===== src/rtl/split_assign_gen.sv =====
// split_assign_gen: pseudo-random candidate generator for a split_* checker.
// Fills cand from a 32-bit Galois LFSR one word per cycle, presents it,
// samples chk_x CHECK_LAT cycles later and streams accepted candidates.
// Optional macro SPLIT_GEN_FIXMASK_EN adds fix_mask/fix_val pinning inputs.
module split_assign_gen #(
    parameter int VEC_W     = 64,
    parameter int CHECK_LAT = 1,
    parameter int CNT_W     = 16
) (
    input  logic             clk,
    input  logic             rst_n,
    input  logic             start,
    input  logic [31:0]      seed,
    input  logic [CNT_W-1:0] num_sol,
    input  logic [CNT_W-1:0] max_tries,
`ifdef SPLIT_GEN_FIXMASK_EN
    input  logic [VEC_W-1:0] fix_mask,
    input  logic [VEC_W-1:0] fix_val,
`endif
    output logic [VEC_W-1:0] cand,
    output logic             cand_valid,
    input  logic             chk_x,
    output logic [VEC_W-1:0] sol,
    output logic             sol_valid,
    input  logic             sol_ready,
    output logic             busy,
    output logic             done,
    output logic             timeout,
    output logic [CNT_W-1:0] tried_cnt,
    output logic [CNT_W-1:0] found_cnt
);

    localparam int          WORDS     = (VEC_W + 31) / 32;
    localparam int          IDX_W     = (WORDS > 1) ? $clog2(WORDS) : 1;
    localparam logic [31:0] LFSR_MASK = 32'h8020_0003;
    localparam logic [2:0]  LAT_LAST  = (CHECK_LAT > 0) ? 3'(CHECK_LAT - 1) : 3'd0;

    typedef enum logic [2:0] {
        S_IDLE, S_FILL, S_PRESENT, S_WAIT, S_EMIT, S_DONE
    } state_e;

    state_e           state_q, state_d;
    logic [31:0]      lfsr_q, lfsr_d, lfsr_nx;
    logic [IDX_W-1:0] word_q, word_d;
    logic [2:0]       wait_q, wait_d;
    logic [VEC_W-1:0] cand_q, cand_d, sol_q, sol_d;
    logic [CNT_W-1:0] tried_q, tried_d, found_q, found_d;
    logic [CNT_W-1:0] num_q, num_d, max_q, max_d;
    logic             timeout_q, timeout_d, done_q, done_d;
    logic             sample, decide;
`ifdef SPLIT_GEN_FIXMASK_EN
    logic [VEC_W-1:0] fmask_q, fmask_d, fval_q, fval_d;
`endif

    // One Galois step: shift right, fold the mask in when the LSB falls out.
    always_comb begin
        lfsr_nx = {1'b0, lfsr_q[31:1]} ^ (lfsr_q[0] ? LFSR_MASK : 32'h0);
    end

    // Next-state logic; sample and decide merge the paths shared by
    // PRESENT/WAIT (verdict) and the verdict/EMIT (check step).
    always_comb begin
        state_d   = state_q;
        lfsr_d    = lfsr_q;
        word_d    = word_q;
        wait_d    = wait_q;
        cand_d    = cand_q;
        sol_d     = sol_q;
        tried_d   = tried_q;
        found_d   = found_q;
        num_d     = num_q;
        max_d     = max_q;
        timeout_d = timeout_q;
        done_d    = 1'b0;
        sample    = 1'b0;
        decide    = 1'b0;
`ifdef SPLIT_GEN_FIXMASK_EN
        fmask_d   = fmask_q;
        fval_d    = fval_q;
`endif
        case (state_q)
            S_IDLE, S_DONE: begin
                if (start) begin
                    lfsr_d    = (seed == 32'h0) ? 32'h1 : seed;
                    num_d     = num_sol;
                    max_d     = max_tries;
                    tried_d   = '0;
                    found_d   = '0;
                    timeout_d = 1'b0;
                    word_d    = '0;
`ifdef SPLIT_GEN_FIXMASK_EN
                    fmask_d   = fix_mask;
                    fval_d    = fix_val;
`endif
                    if (num_sol == '0) begin
                        state_d = S_DONE;
                        done_d  = 1'b1;
                    end else begin
                        state_d = S_FILL;
                    end
                end
            end
            S_FILL: begin
                lfsr_d = lfsr_nx;
                for (int unsigned b = 0; b < VEC_W; b++) begin
                    if (word_q == IDX_W'(b / 32)) begin
`ifdef SPLIT_GEN_FIXMASK_EN
                        cand_d[b] = fmask_q[b] ? fval_q[b] : lfsr_nx[b % 32];
`else
                        cand_d[b] = lfsr_nx[b % 32];
`endif
                    end
                end
                if (word_q == IDX_W'(WORDS - 1)) begin
                    word_d  = '0;
                    state_d = S_PRESENT;
                end else begin
                    word_d = word_q + 1'b1;
                end
            end
            S_PRESENT: begin
                if (CHECK_LAT == 0) begin
                    sample = 1'b1;
                end else begin
                    wait_d  = '0;
                    state_d = S_WAIT;
                end
            end
            S_WAIT: begin
                if (wait_q == LAT_LAST) sample = 1'b1;
                else                    wait_d = wait_q + 1'b1;
            end
            S_EMIT: begin
                if (sol_ready) begin
                    found_d = found_q + 1'b1;
                    decide  = 1'b1;
                end
            end
            default: state_d = S_IDLE;
        endcase

        if (sample) begin
            tried_d = (tried_q == '1) ? tried_q : tried_q + 1'b1;
            if (chk_x) begin
                sol_d   = cand_q;
                state_d = S_EMIT;
            end else begin
                decide = 1'b1;
            end
        end

        // Success is tested first so that hitting both limits is not a timeout.
        if (decide) begin
            if (found_d == num_q) begin
                state_d = S_DONE;
                done_d  = 1'b1;
            end else if (max_q != '0 && tried_d == max_q) begin
                state_d   = S_DONE;
                done_d    = 1'b1;
                timeout_d = 1'b1;
            end else begin
                state_d = S_FILL;
            end
        end
    end

    // State and datapath registers.
    always_ff @(posedge clk or negedge rst_n) begin
        if (!rst_n) begin
            state_q   <= S_IDLE;
            lfsr_q    <= 32'h1;
            word_q    <= '0;
            wait_q    <= '0;
            cand_q    <= '0;
            sol_q     <= '0;
            tried_q   <= '0;
            found_q   <= '0;
            num_q     <= '0;
            max_q     <= '0;
            timeout_q <= 1'b0;
            done_q    <= 1'b0;
`ifdef SPLIT_GEN_FIXMASK_EN
            fmask_q   <= '0;
            fval_q    <= '0;
`endif
        end else begin
            state_q   <= state_d;
            lfsr_q    <= lfsr_d;
            word_q    <= word_d;
            wait_q    <= wait_d;
            cand_q    <= cand_d;
            sol_q     <= sol_d;
            tried_q   <= tried_d;
            found_q   <= found_d;
            num_q     <= num_d;
            max_q     <= max_d;
            timeout_q <= timeout_d;
            done_q    <= done_d;
`ifdef SPLIT_GEN_FIXMASK_EN
            fmask_q   <= fmask_d;
            fval_q    <= fval_d;
`endif
        end
    end

    assign cand       = cand_q;
    assign cand_valid = (state_q == S_PRESENT);
    assign sol        = sol_q;
    assign sol_valid  = (state_q == S_EMIT);
    assign busy       = (state_q != S_IDLE) && (state_q != S_DONE);
    assign done       = done_q;
    assign timeout    = timeout_q;
    assign tried_cnt  = tried_q;
    assign found_cnt  = found_q;

endmodule


===== config.mk =====
export PLATFORM = sky130hd
export DESIGN_NAME = split_assign_gen
export DESIGN_NICKNAME = d
export VERILOG_FILES = /design/src/rtl/split_assign_gen.sv
export SDC_FILE = /design/constraint.sdc
export NUM_CORES = 1
export LEC_CHECK = 0
export CAP_MARGIN = 20
export CORE_MARGIN = 4
export CORE_UTILIZATION = 51
export DETAILED_ROUTE_END_ITERATION = 8
export GPL_TIMING_DRIVEN = 0
export PLACE_DENSITY = 0.8
export RECOVER_POWER = 25
export SLEW_MARGIN = 10
export SYNTH_ARGS = -nofsm -noshare
export SYNTH_HDL_FRONTEND = slang
export SYNTH_SLANG_ARGS = --single-unit

===== constraint.sdc =====
create_clock -name clk -period 3.34 [get_ports clk]
set_clock_uncertainty 0.05 [all_clocks]
set_input_delay 0.501 -clock clk [delete_from_list [all_inputs] [get_ports clk]]
set_output_delay 0.501 -clock clk [all_outputs]
set_load 0.05 [all_outputs]

After elaboration in Yosys (flattened, before gate mapping):

Index checks and enable logic that the tools add are counted.

* register bits: 233
* input bits: 69
* output and inout bits: 165
* logic and storage cells: 90

* $add $sub $neg: 4
* eq/ne operators: 11
* muxes and demuxes: 42
* bitwise gates (word level): 2
* reductions and logical operators: 18

Operator list (count)
* 2-to-1 mux 16 bit: 6
* 2-to-1 mux 32 bit: 3
* one-hot mux 32 bit (2 select lines): 1
* adder 16 x 1 -> 16 bit (second input constant): 2
* == test 16 bit: 2
* zero test 32 bit: 1
* one-hot mux 16 bit (2 select lines): 1
* XOR 31 x 32 -> 32 bit: 1
* 2-to-1 mux 3 bit: 9
* 2-to-1 mux 1 bit: 19
* == test 16 bit (second input constant): 1
* zero test 16 bit: 1
* nonzero test 16 bit: 1
* one-hot mux 3 bit (4 select lines): 1
* AND reduction 2 bit: 6
* == test 3 x 2 -> 1 bit (second input constant): 2
* == test 3 bit (second input constant): 2
* zero test 3 bit: 2
* one-hot mux 3 bit (2 select lines): 1
* != test 2 bit (second input constant): 2
* nonzero test 2 bit: 2
* OR reduction 2 bit: 2
* adder 3 x 1 -> 3 bit (second input constant): 1
* == test 3 x 1 -> 1 bit (second input constant): 1
* 6 further kinds: 7

Logic depth before layout (Yosys ltp):

* word-level depth: 9
* mapped depth: 11
* mapped depth without buffers: 10

Least setup slack after synthesis:

No wires, ideal clock.

* kind: register to register
* from: reg found_q[1], in the netlist found_cnt[1]
* to: reg timeout_q, in the netlist timeout
* library setup time: 127 ps
* arrival: 2755 ps
* data required time: 3163 ps
* setup slack: 408 ps
* cell stages (with the launch flop): 10
* path buffers: 0
* period minus slack after synthesis: 2932 ps
* cells stage by stage: dfrtp_1 ha_1 nand2_1 nor4_1 mux2_2 a32oi_1 nand4b_1 a2111oi_2 and2_1 o21ai_0

* cells in the longest elaborated chain, start to end: 6
* elaborated cells on any way between the ends: 7
* classes of those cells: add/sub (1); eq/ne (1); mux (5)

Ends and longest elaborated chain
* from (decl): RTL line 47 `logic [CNT_W-1:0] tried_q, tried_d, found_q, found_d;`
* from (signal assigned): RTL line 194 `found_q <= found_d;`
* adder 16 x 1 -> 16 bit: RTL line 135 `found_d = found_q + 1'b1;`
* 2-to-1 mux 16 bit: RTL line 134 `if (sol_ready) begin`
* one-hot mux 16 bit (2 select lines) (*): RTL line 81 `case (state_q)`
* == test 16 bit (*): RTL line 154 `if (found_d == num_q) begin`
* 2-to-1 mux 1 bit (*): RTL line 154
* 2-to-1 mux 1 bit (*): RTL line 153 `if (decide) begin`
* named net timeout_d: RTL line 49 `logic timeout_q, timeout_d, done_q, done_d;`
* to (signal assigned): RTL line 197 `timeout_q <= timeout_d;`
* to (decl): RTL line 49

Mark *: on every way through the listed nets, which the timed path passes. The rest lies on a longest branch.
A chain may end at the register's enable or synchronous reset.

Worst setup path after layout:

* from: reg found_q[1], in the netlist found_cnt[1]
* to: reg done_q, in the netlist done

* cells in the longest elaborated chain, start to end: 6
* elaborated cells on any way between the ends: 7
* classes of those cells: add/sub (1); eq/ne (1); mux (5)

Ends and longest elaborated chain
* adder 16 x 1 -> 16 bit: RTL line 135
* 2-to-1 mux 16 bit: RTL line 134
* one-hot mux 16 bit (2 select lines) (*): RTL line 81
* == test 16 bit (*): RTL line 154
* 2-to-1 mux 1 bit (*): RTL line 154
* 2-to-1 mux 1 bit (*): RTL line 153
* named net done_d: RTL line 49
* to (signal assigned): RTL line 198 `done_q <= done_d;`
* to (decl): RTL line 49

Marks and branches as above.

==> run metrics <==
outcome complete, but fails checks; failing checks capacitance limit, slew limit; num ports 234; root cell of the clock tree clkbuf_16; Fin. Hold Viols 0; worst hold path type register to register; top post-synthesis cells by area dfrtp_1 (53%), mux2_2 (13%), nand2_1 (6.9%); drt wl/cell 21.2 µm; vias per cell 5.90; syn avg cell area 10.7 µm²; Netlist Area Pre-Place 0.0109 mm²; via count 9293; Yosys cell types 74; Critical path buffers and inverters 0; Final Util 69.1%; DIE HEIGHT 154 µm; Power Total 16.0 mW; first-pass detailed-route iteration total 5; LEAKAGE 6.34 nW; Commonest cells post-synth dfrtp_1 (232), nand2_1 (201), mux2_2 (124), clkbuf_1 (44), nor2_1 (34); post-route ant nets 0; Psw 7.49 mW; Max FO, Critical Path 10; Diodes inserted 0; post-synthesis sequential area ratio 53.6%; synth warn 0; clock latency on the worst-skew pair 0.51 ns; Slew Viols, Final 42; critical path capture point type register; placed inst area 0.0136 mm²; Final period util 96.9%; Core ar. 0.0210 mm²; Startpoint Class register; Crit path max-delay family simple AND/OR/NAND/NOR gates; VDD IR max 0.905 mV; DIE AREA 0.0237 mm²; row cnt 53; async set or reset register ratio after synthesis 100%; Overflow after GRT 0; starting density of the core 51.8%; Synth top area share 53.3%; Final nets 1356; # setup viols final 0; Most used DFF post-synth dfrtp_1; Area growth syn-to-layout 33.5%; post-synthesis cell count 1020; Num CTS Buffers 25; GP Congestion 0.940; H-tree Lvls 1; area leader, netlist dfrtp_1; drt total wl 33400 µm; max-cap violations 1; Post-synth EDFFs 0; WHS 0.448 ns; PortBufs 233; Req. time, crit path 3.69 ns; fin cells 1576; global-route wire length before repair 52900 µm; Seq pwr share 31.5%; clock-pin slew on the worst setup and hold paths 0.06 ns; initial antenna violation count 0; PD cells 1100 mW/mm²; vias in the first global route 9590; R2R setup slack 0.10 ns; Worst Path Arrival 3.59 ns; fmax 309 MHz; Setup WS pre-CTS -0.434 ns; crit path kind register to register; Post-Route Setup TNS 0 ns; layout cells sized above 1 16.4%; CTS tree yes; DRC 0; Max-Slew Margin vs Limit -47.7%; Max Root-Sink Buffers 3; largest net degree at the start of global routing 102; most frequent cell after synthesis dfrtp_1; sw frac 46.7%; Final min period 3.24 ns; design internal power 8.56 mW; combinational share of power 51.9%; placed cells 1530; initial drt markers 629; Synth Register Bits 233; Synthesized Nets 1093; CP max stage delay 0.53 ns; worst-margin pin slew 2.22 ns; critical-path cell list ha_2 > nand3_1 > nor3_1 > mux2_2 > and3_1 > a2111o_1 > nor4_2 > nand2_1 > o221ai_1; fin worst setup slack 0.103 ns; Clock Power Share 16.6%; Clock Sinks 233; GRT Resource Usage Total 27.5%; Post-DP HPWL 24400 µm; post-route cell area 0.0145 mm²; die width 154 µm; Crit-path slowest cell dfrtp_1
[cells by family (layout without fill, tap and decap cells)]
| group | Yosys count | in the layout | synth area share (%) |
|---|---|---|---|
| compound gates | 165 | 165 | 10.7 |
| xor+xnor | 22 | 22 | 1.77 |
| fa+ha+maj | 6 | 6 | 0.644 |
| buf+inv | 86 | 367 | 3.07 |
| flops | 233 | 233 | 53.6 |
| mux | 131 | 131 | 13.5 |
| simple gates | 377 | 377 | 16.8 |
[cells in the final DEF, fill, tap and decap left out, types with 5 or more instances in the layout]
cell type        count
nand4_1             20
clkbuf_2            10
clkbuf_8             7
o211ai_1             5
a21oi_1             23
nor4_1              25
buf_2                8
o31ai_1              8
nor3_1              10
dfrtp_1            231
o21ai_0             32
o311ai_0             5
clkdlybuf4s50_1    229
mux2i_1              7
a21o_1               5
xor2_1              10
and4_1               5
and3_1               9
mux2_2             124
nand3_1             21
nor4_2               5
clkinv_2             6
inv_1               28
a22oi_1             30
nor2_1              33
and2_1               8
a31oi_1              6
xnor2_1             12
clkbuf_1            38
or3_1                6
nand2_1            201
clkbuf_16           25
[cell type report]
cell class,instances,area [µm²]
clock buffer,36,737
inverter,29,109
tap,275,344
fill,1541,6490
buffer,55,229
sequential,233,5830
timing repair buffer,238,2410
clock inverter,9,53.8
multi-input combinational,701,4810
[registers in the layout, indices dropped and copies added (netlist names), 3 cells and up]
| register | count |
|---|---|
| wait_q | 3 |
| num_q | 16 |
| found_cnt | 16 |
| max_q | 16 |
| state_q | 3 |
| cand | 64 |
| sol | 64 |
| lfsr_q | 32 |
| tried_cnt | 16 |
[routing by layer]
metal  wire length (µm)  up-vias  track usage (%)
li1                   -     4218                -
met1              13100     4621             35.1
met2              16300      370             46.1
met3               2910       84             7.49
met4               1040        0             8.58
met5                  0        -                0
[final timing paths]
path	cells past startpoint	from	end
min reg2reg	2	lfsr_q[22]$_DFFE_PN0P_	lfsr_q[22]$_DFFE_PN0P_
min in group asynchronous	2	rst_n	tried_cnt[7]$_DFF_PN0_
min	2	lfsr_q[22]$_DFFE_PN0P_	lfsr_q[22]$_DFFE_PN0P_
max in group asynchronous	3	rst_n	sol[30]$_DFFE_PN0P_
max reg2reg	9	found_cnt[1]$_DFF_PN0_	done$_DFF_PN0_
max	9	found_cnt[1]$_DFF_PN0_	done$_DFF_PN0_
[power groups by stage]
stage / registers (mW) / clock network [mW] / logic [mW]
2_1_floorplan: 7.38 / 0 / 3.00
3_3_place_gp: 5.02 / 0 / 8.13
3_5_place_dp: 5.06 / 0 / 8.26
4_1_cts: 5.04 / 2.71 / 8.32
5_1_grt: 5.20 / 2.82 / 8.84
6_report: 5.05 / 2.66 / 8.33
[repair_timing]
| item | CTS | global route |
|---|---|---|
| resized for setup | 9 | 28 |
| endpoints found under the setup margin | 26 | 48 |
| hold endpoints to repair | 41 | 0 |
| hold buffers | 1 | 0 |
| setup buffers | 2 | 0 |
[worst min-delay path, stage by stage, from the launching register on]
cell and delay, ns:
dfrtp_1 0.36, nand2_1 0.05, nand2_1 0.05
No activity file was read; power rests on OpenSTA's default activity.
